[src/rtl/crypt_pkg.sv]
// Shared types and constants for the LFSR frame encrypter.
// Also holds the LFSR step function used by lfsr7.
package crypt_pkg;

  typedef enum logic [2:0] {
    IDLE,
    LD_PRE,
    LD_TAP,
    LD_SEED,
    RD,
    WR,
    DONE
  } state_t;

  localparam int FRAME_LEN = 64;
  localparam int MSG_MAX   = 52;
  localparam int PRE_ADDR  = 61;
  localparam int TAP_ADDR  = 62;
  localparam int SEED_ADDR = 63;
  localparam int OUT_BASE  = 64;
  localparam int ADDR_W    = 8;

  localparam logic [7:0] SPACE = 8'h20;

  localparam logic [7:0] LFSR_PTRN [9] = '{
    8'h60, 8'h48, 8'h78, 8'h72, 8'h6A,
    8'h69, 8'h5C, 8'h7E, 8'h7B
  };

  function automatic logic [6:0] lfsr7_next(
    input logic [6:0] state,
    input logic [6:0] tap
  );
    return {state[5:0], ^(state & tap)};
  endfunction

endpackage

[src/rtl/lfsr7.sv]
// 7-bit Fibonacci-style LFSR with seed load and single step.
// A zero seed is replaced by 1 so the register can never lock up.
module lfsr7
  import crypt_pkg::*;
(
  input  logic       clk,
  input  logic       init_n,
  input  logic       load,
  input  logic       step,
  input  logic [6:0] seed,
  input  logic [6:0] tap,
  output logic [6:0] q
);

  always_ff @(posedge clk or negedge init_n) begin
    if (!init_n) begin
      q <= '0;
    end else if (load) begin
      q <= (seed == 7'h00) ? 7'h01 : seed;
    end else if (step) begin
      q <= lfsr7_next(q, tap);
    end
  end

endmodule

[src/rtl/lfsr_encrypt_engine.sv]
// Reads plaintext and config from DM, writes a 64-byte
// LFSR-encrypted, even-parity frame back at OUT_BASE.
module lfsr_encrypt_engine
  import crypt_pkg::*;
(
  input  logic              clk,
  input  logic              init_n,
  input  logic              req,
  output logic              ack,
  output logic [ADDR_W-1:0] dm_addr,
  input  logic [7:0]        dm_rd_data,
  output logic              dm_wr_en,
  output logic [7:0]        dm_wr_data
);

  localparam logic [ADDR_W-1:0] A_PRE  = ADDR_W'(PRE_ADDR);
  localparam logic [ADDR_W-1:0] A_TAP  = ADDR_W'(TAP_ADDR);
  localparam logic [ADDR_W-1:0] A_SEED = ADDR_W'(SEED_ADDR);
  localparam logic [ADDR_W-1:0] A_OUT  = ADDR_W'(OUT_BASE);
  localparam logic [5:0] IDX_LAST = 6'(FRAME_LEN - 1);
  localparam logic [5:0] K_MAX    = 6'(MSG_MAX);

  state_t     state;
  state_t     state_n;
  logic       armed;
  logic [5:0] idx;
  logic [3:0] pre;
  logic [6:0] tap;
  logic [6:0] p;
  logic [6:0] lfsr;
  logic [6:0] k;
  logic [6:0] c;
  logic       in_msg;
  logic       abort;
  logic       wr_go;

  // armed is clear for the whole run, so req && !armed is its rising edge
  assign abort  = req && !armed && (state != IDLE);
  assign wr_go  = (state == WR) && !abort;
  assign k      = {1'b0, idx} - {3'b000, pre};
  assign in_msg = !k[6] && (k[5:0] < K_MAX);
  assign c      = 7'(p ^ {1'b0, lfsr});

  lfsr7 u_lfsr (
    .clk    (clk),
    .init_n (init_n),
    .load   (state == LD_SEED),
    .step   (wr_go),
    .seed   (dm_rd_data[6:0]),
    .tap    (tap),
    .q      (lfsr)
  );

  always_comb begin
    state_n = state;
    unique case (state)
      IDLE:    if (armed && !req) state_n = LD_PRE;
      LD_PRE:  state_n = LD_TAP;
      LD_TAP:  state_n = LD_SEED;
      LD_SEED: state_n = RD;
      RD:      state_n = WR;
      WR:      state_n = (idx == IDX_LAST) ? DONE : RD;
      DONE:    state_n = DONE;
      default: state_n = IDLE;
    endcase
    if (abort) state_n = IDLE;
  end

  always_comb begin
    dm_addr    = '0;
    dm_wr_en   = 1'b0;
    dm_wr_data = '0;
    unique case (state)
      LD_PRE:  dm_addr = A_PRE;
      LD_TAP:  dm_addr = A_TAP;
      LD_SEED: dm_addr = A_SEED;
      RD:      dm_addr = in_msg ? {2'b00, k[5:0]} : '0;
      WR: begin
        dm_wr_en   = !abort;
        dm_addr    = A_OUT + {2'b00, idx};
        dm_wr_data = {^c, c};
      end
      default: ;
    endcase
  end

  always_ff @(posedge clk or negedge init_n) begin
    if (!init_n) begin
      state <= IDLE;
      armed <= 1'b0;
      ack   <= 1'b0;
      idx   <= '0;
      pre   <= '0;
      tap   <= '0;
      p     <= '0;
    end else begin
      state <= state_n;
      ack   <= (state == DONE) && !abort;
      if (req) begin
        armed <= 1'b1;
      end else if (state == IDLE) begin
        armed <= 1'b0;
      end
      if (state == IDLE) idx <= '0;
      if (wr_go) idx <= idx + 6'd1;
      if (state == LD_PRE) pre <= dm_rd_data[3:0];
      if (state == LD_TAP) tap <= dm_rd_data[6:0];
      // padding positions encrypt as a space, i.e. p = 0
      if (state == RD) begin
        p <= in_msg ? 7'(dm_rd_data - SPACE) : '0;
      end
    end
  end

endmodule

[config.mk]
export PLATFORM = sky130hd
export DESIGN_NAME = lfsr_encrypt_engine
export DESIGN_NICKNAME = d
export VERILOG_FILES = /design/src/rtl/crypt_pkg.sv /design/src/rtl/lfsr7.sv /design/src/rtl/lfsr_encrypt_engine.sv
export SDC_FILE = /design/constraint.sdc
export NUM_CORES = 1
export LEC_CHECK = 0
export BUFFER_PORTS_ARGS = -buffer_cell sky130_fd_sc_hd__buf_2
export CORE_ASPECT_RATIO = 1.75
export CORE_UTILIZATION = 45
export DETAILED_ROUTE_END_ITERATION = 10
export HOLD_SLACK_MARGIN = 0.12
export PLACE_DENSITY = 0.63
export SLEW_MARGIN = 20
export SYNTH_ARGS = -nofsm -noshare
export SYNTH_HDL_FRONTEND = slang
export SYNTH_SLANG_ARGS = --single-unit
[constraint.sdc]
create_clock -name clk -period 3.1 [get_ports clk]
set_input_delay 0.93 -clock clk [delete_from_list [all_inputs] [get_ports clk]]
set_output_delay 0.93 -clock clk [all_outputs]
set_load 0.01 [all_outputs]
==> results of run 1 <==
-- cell usage in the layout (no fill, tap or decap), types with 3 or more instances in the layout --
cell type,count
buf_2,25
a21oi_1,6
o21ai_1,5
or2_2,3
xor2_1,5
a32o_1,10
inv_2,3
nor2_1,17
buf_4,13
dfrtp_1,36
o21ai_0,12
clkbuf_8,5
ha_1,4
a31oi_1,7
nand2_1,31
inv_1,9
xnor2_1,17
mux2_2,8
-- cell families after synthesis --
| group | Yosys count |
|---|---|
| mux | 9 |
| compound gates | 54 |
| buf+inv | 25 |
| xor+xnor | 23 |
| fa+ha+maj | 6 |
| flops | 36 |
| other cells | 1 |
| simple gates | 74 |
-- routing by layer --
layer | track usage [%] | vias up | part of all wire [%]
li1 | - | 863 | -
met1 | 26.2 | 877 | 41
met2 | 40.5 | 29 | 56
met3 | 3.38 | 9 | 2.0
met4 | 8.13 | 0 | 1.8
met5 | 0 | - | 0
-- timing repair --
item | 4_1_cts | 5_1_grt
pin swaps | 9 | 6
gates resized for setup | 9 | 0
setup endpoints to repair | 6 | 6
buffers inserted | 1 | 0
-- critical path, stage by stage (launching register included) --
cell and delay [ns]:
dfrtp_1 0.39, inv_2 0.08, ha_4 0.13, inv_2 0.03, fa_2 0.33, a21o_1 0.21, a21oi_2 0.18, xnor2_2 0.15
o221ai_4 0.17, a32o_1 0.28, buf_2 0.13
-- layout make-up --
type,instances,area share (%)
Timing Repair Buffer,39,9.22
Clock buffer,6,2.86
Tap cell,52,2.56
Sequential cell,36,35.5
Clock inverter,1,0.197
Multi-Input combinational cell,167,47.7
Inverter,13,1.97
-- metrics by stage --
step / power, W / setup WS (ns) / setup TNS, ns / utilization [%]
final: 0.00291 / -0.223 / -1.19 / 53.9
after global routing: 0.00317 / -0.376 / -2.10 / 53.9
after CTS: 0.00295 / -0.255 / -1.33 / 53.9
after detailed placement: 0.00252 / -0.0879 / -0.389 / 51.2
after global placement: 0.00250 / -0.0600 / -0.217 / 51.2
after floorplan: 0.00210 / 0.0286 / 0 / -
-- power breakdown --
group          total, W  internal [W]  switching [W]
clock          0.000307      0.000153       0.000155
sequential     0.000847      0.000662       0.000185
combinational   0.00176      0.000868       0.000889
total           0.00291       0.00168        0.00123
-- worst max-delay path by stage --
| stage | from | end | slack (ns) | cells after the start |
|---|---|---|---|---|
| detailed placement | idx[0]$_DFFE_PN0P_ | dm_addr[4] | -0.09 | 10 |
| global placement | idx[0]$_DFFE_PN0P_ | dm_addr[4] | -0.06 | 10 |
| finish | idx[0]$_DFFE_PN0P_ | dm_addr[3] | -0.22 | 10 |
| global route | idx[0]$_DFFE_PN0P_ | dm_addr[2] | -0.38 | 10 |
| floorplan | idx[0]$_DFFE_PN0P_ | dm_addr[4] | 0.03 | 10 |
| CTS | idx[0]$_DFFE_PN0P_ | dm_addr[3] | -0.25 | 10 |
-- registers in the layout, indices dropped and copies added, names as in the netlist --
signal,flops
ack,1
armed,1
idx,6
p,7
pre,4
state,3
tap,7
u_lfsr.q,7
==> results_dict.tcl, run 1 <==
set metrics [dict create \
    power_density_nw_per_um2 1150 \
    wl_per_cell_um 16.4 \
    rsz0062_at_grt "yes" \
    start_util_pct 46.9 \
    ys.flop_type "dfrtp_1" \
    hold_end "tap[4]$_DFFE_PN0P_" \
    slew_headroom_pct 44.6 \
    hold_depth 1 \
    synthArstFlopShare_pct 100 \
    ys_seq_area_share_pct 40.8 \
    synth.avg_cell_area_sq_um 9.67 \
    postRouteAntennaNets 0 \
    hold_class "reg -> reg" \
    final_area_sq_um 2540 \
    r2r_start "idx[0]$_DFFE_PN0P_" \
    fin_crit_sh_pct 107 \
    io-pin-count 29 \
    skew_ns 0.00679 \
    antenna_found_initial 0 \
    gp_congestion 0.755 \
    place_inst 306 \
    synth-compound-area-share_pct 18.5 \
    vias 1778 \
    layout.nets 279 \
    worst_r2r_endpoint "p[2]$_DFFE_PN0P_" \
    synth_cell_types 52 \
    hold_slack_ns 0.509 \
    syn_to_final_growth_pct 15.0 \
    arrival_ns 2.39 \
    cts_tree "yes" \
    finalNonFillerCells 314 \
    yosys_register_bits 36 \
    clk_pin_slew_ns 0.07 \
    grt_first_pass_wirelength_mm 8.34 \
    tightest_slew_ns 0.831 \
    grt_max_degree 37 \
    violations "setup timing" \
    multiInputGateArea_sq_um 1210 \
    syn-cell-area_sq_um 2210 \
    overflow 0 \
    drv_cap 0 \
    synth.area.top_cells "dfrtp_1, xnor2_1, nand2_1, a32o_1, mux2_2" \
    diodes 0 \
    drt-initial-drc-count 19 \
    yosysWarnings 0 \
    drive_above_1_share_pct 28.6 \
    core_sq_um 4710 \
    dpl-instance-area_sq_um 2410 \
    n_fill_cell 458 \
    cts_hold_buf 0 \
    required_ns 2.17 \
    synth_edf_count 0 \
    min_from "tap[4]$_DFFE_PN0P_" \
    drc_errors 0 \
    setup_viol 6 \
    worstPathMaxFanout 7 \
    drt_wl_total_mm 5.16 \
    finalHoldViolCount 0 \
    grt_pass1_vias 1741 \
    first_pass_iters 4 \
    regArea_sq_um 901 \
    tritoncts.num_buffers 5 \
    cts_max_path_buffers 2 \
    reg2reg_setup_slack_ns 0.72 \
    hpwl_mm 3.73 \
    clock_latency_ns 0.29 \
    fin_crit_ns 3.32 \
    htree_levels 2 \
    leakage_nw 1.16 \
    synth_top_cell_area_share_pct 40.8 \
    cp-end-kind "output pin" \
    synthMuxAreaShare_pct 4.54 \
    grt_use_total_pct 22.8 \
    worstSetupPathType "reg -> out" \
    synthCells 228 \
    die-area_sq_um 5200 \
    root_buffer "clkbuf_8" \
    synth_top_family_by_area "compound AO/OA/AOI/OAI gates" \
    std_cell_rows 33 \
    die_w_um 54.9 \
    slew_violations 0 \
    max_freq_ghz 0.301 \
    start_kind "register" \
    via_per_inst 5.66 \
    fin_ws_ns -0.223 \
    ir_drop_v 0.000860 \
    syn_nets 245 \
    reg2reg_depth 11 \
    status "finished, violations left" \
    port_buffers 26 \
    yosys-top-cells-count "dfrtp_1, nand2_1, nor2_1, xnor2_1, o21ai_0" \
    synth.most_common_cell "dfrtp_1" \
    clock_sinks 36 \
    die-height_um 94.6 \
    synthAdderAreaFrac_pct 3.74 \
    yosysTopAreaCell "dfrtp_1" \
    synth-simple-area-share_pct 16.6 \
    synth_xor_area_share_pct 9.47 \
]
Power figures use the tool's default switching activity.
==> inputs of run 2 (changes only) <==
--- a/config.mk
+++ b/config.mk
@@ -7,10 +7,10 @@
 export LEC_CHECK = 0
 export BUFFER_PORTS_ARGS = -buffer_cell sky130_fd_sc_hd__buf_2
 export CORE_ASPECT_RATIO = 1.75
-export CORE_UTILIZATION = 45
+export CORE_UTILIZATION = 50
 export DETAILED_ROUTE_END_ITERATION = 10
 export HOLD_SLACK_MARGIN = 0.12
-export PLACE_DENSITY = 0.63
+export PLACE_DENSITY = 0.69
 export SLEW_MARGIN = 20
 export SYNTH_ARGS = -nofsm -noshare
 export SYNTH_HDL_FRONTEND = slang
==> results_dict.tcl, run 2 (synthesis results as in run 1) <==
set metrics [dict create \
    status "finished, violations left" \
    violations "setup timing" \
    syn_to_final_growth_pct 16.5 \
    leakage_nw 1.18 \
    fin_crit_ns 3.34 \
    htree_levels 2 \
    start_util_pct 52.7 \
    via_per_inst 5.69 \
    layout.nets 282 \
    fin_ws_ns -0.236 \
    clock_sinks 36 \
    die-area_sq_um 4690 \
    power_density_nw_per_um2 1170 \
    slew_violations 0 \
    setup_viol 6 \
    tightest_slew_ns 0.776 \
    path_cells "inv_2 -> ha_4 -> inv_2 -> fa_2 -> a21o_1 -> a21oi_2 -> xnor2_2 -> o221ai_4 -> a32o_1 -> buf_2" \
    max_freq_ghz 0.300 \
    first_pass_iters 4 \
    antenna_found_initial 0 \
    crit_top_cell "inv_2" \
    fin_crit_sh_pct 108 \
    grt_max_degree 37 \
    std_cell_rows 31 \
    overflow 0 \
    hpwl_mm 3.80 \
    vias 1788 \
    rsz0062_at_grt "yes" \
    final_cell_mix "dfrtp_1, nand2_1, buf_2" \
    core_sq_um 4190 \
    finalHoldViolCount 0 \
    io-pin-count 29 \
    clock_latency_ns 0.28 \
    required_ns 2.17 \
    max_stage_delay_ns 0.39 \
    drt-initial-drc-count 34 \
    n_fill_cell 363 \
    dpl-instance-area_sq_um 2410 \
    hold_class "reg -> reg" \
    drc_errors 0 \
    worstSetupPathType "reg -> out" \
    crit_family "compound AO/OA/AOI/OAI gates" \
    clk_pin_slew_ns 0.07 \
    tritoncts.num_buffers 5 \
    grt_use_total_pct 23.9 \
    cp-end-kind "output pin" \
    wl_per_cell_um 16.1 \
    drv_cap 0 \
    final_area_sq_um 2570 \
    port_buffers 26 \
    worstPathMaxFanout 7 \
    drive_above_1_share_pct 29.8 \
    start_kind "register" \
    gp_congestion 0.842 \
    dp_slack_ns -0.0394 \
    tns_ns -1.23 \
    postRouteAntennaNets 0 \
    layout_commonest_cell "dfrtp_1" \
    cts_tree "yes" \
    root_buffer "clkbuf_8" \
    grt_first_pass_wirelength_mm 8.37 \
    diodes 0 \
    reg.largest.list "p (7), tap (7), u_lfsr.q (7)" \
    arrival_ns 2.41 \
    die-height_um 89.9 \
    slew_headroom_pct 48.3 \
    cts_max_path_buffers 2 \
    skew_ns 0.00647 \
    die_w_um 52.2 \
    cp_num_buf_inv 3 \
    drt_wl_total_mm 5.06 \
    grt_pass1_vias 1780 \
    ir_drop_v 0.000852 \
    critPathSlowestCell "dfrtp_1" \
]
[run 2: stage by stage]
step	hold WS, ns	power (W)	cells	utilization, %
after floorplan	0.473	0.00210	228	-
after global placement	0.491	0.00249	304	57.6
after detailed placement	0.496	0.00254	304	57.6
after CTS	0.512	0.00299	313	60.8
after global routing	0.526	0.00320	314	61.4
final	0.507	0.00301	314	61.4
[run 2: final timing paths]
kind,startpoint,endpoint,slack [ns],depth (start not counted)
worst min register to register,tap[3]$_DFFE_PN0P_,tap[3]$_DFFE_PN0P_,0.51,1
worst max register to register,idx[0]$_DFFE_PN0P_,p[0]$_DFFE_PN0P_,0.59,12
max in group asynchronous,init_n,tap[4]$_DFFE_PN0P_,1.88,1
worst min-delay path,tap[3]$_DFFE_PN0P_,tap[3]$_DFFE_PN0P_,0.51,1
worst max-delay path,idx[0]$_DFFE_PN0P_,dm_addr[3],-0.24,10
min in group asynchronous,init_n,tap[1]$_DFFE_PN0P_,0.72,1
[run 2: final cells by class]
class / instances / area [sq um] / area share, %
sequential: 36 / 901 / 35.1
timing repair buffer: 42 / 256 / 9.98
clock buffer: 7 / 96.3 / 3.75
tap: 49 / 61.3 / 2.39
multi-input combinational: 167 / 1200 / 46.9
inverter: 13 / 50.0 / 1.95
[run 2: layer usage]
metal	global-route usage, %	vias up	part of all wire (%)	routed length (um)
li1	-	869	-	-
met2	41.9	31	55	2800
met3	3.55	11	2.3	117
met5	0	-	0	0
met4	10.7	0	3.3	169
met1	27.4	877	39	1970
[run 2: report_power, final]
part           internal, W  leakage, nW  total (W)  switching [W]
combinational     0.000900        0.676    0.00184       0.000935
clock             0.000198       0.0503   0.000352       0.000155
sequential        0.000662        0.454   0.000820       0.000158
[run 2: repair_timing]
| action | 4_1_cts | 5_1_grt |
|---|---|---|
| pin swaps | 7 | 7 |
| cloned | 0 | 0 |
| hold buffers | 0 | 0 |
| setup endpoints to repair | 6 | 6 |
| resized for setup | 5 | 3 |
| buffers inserted | 2 | 1 |
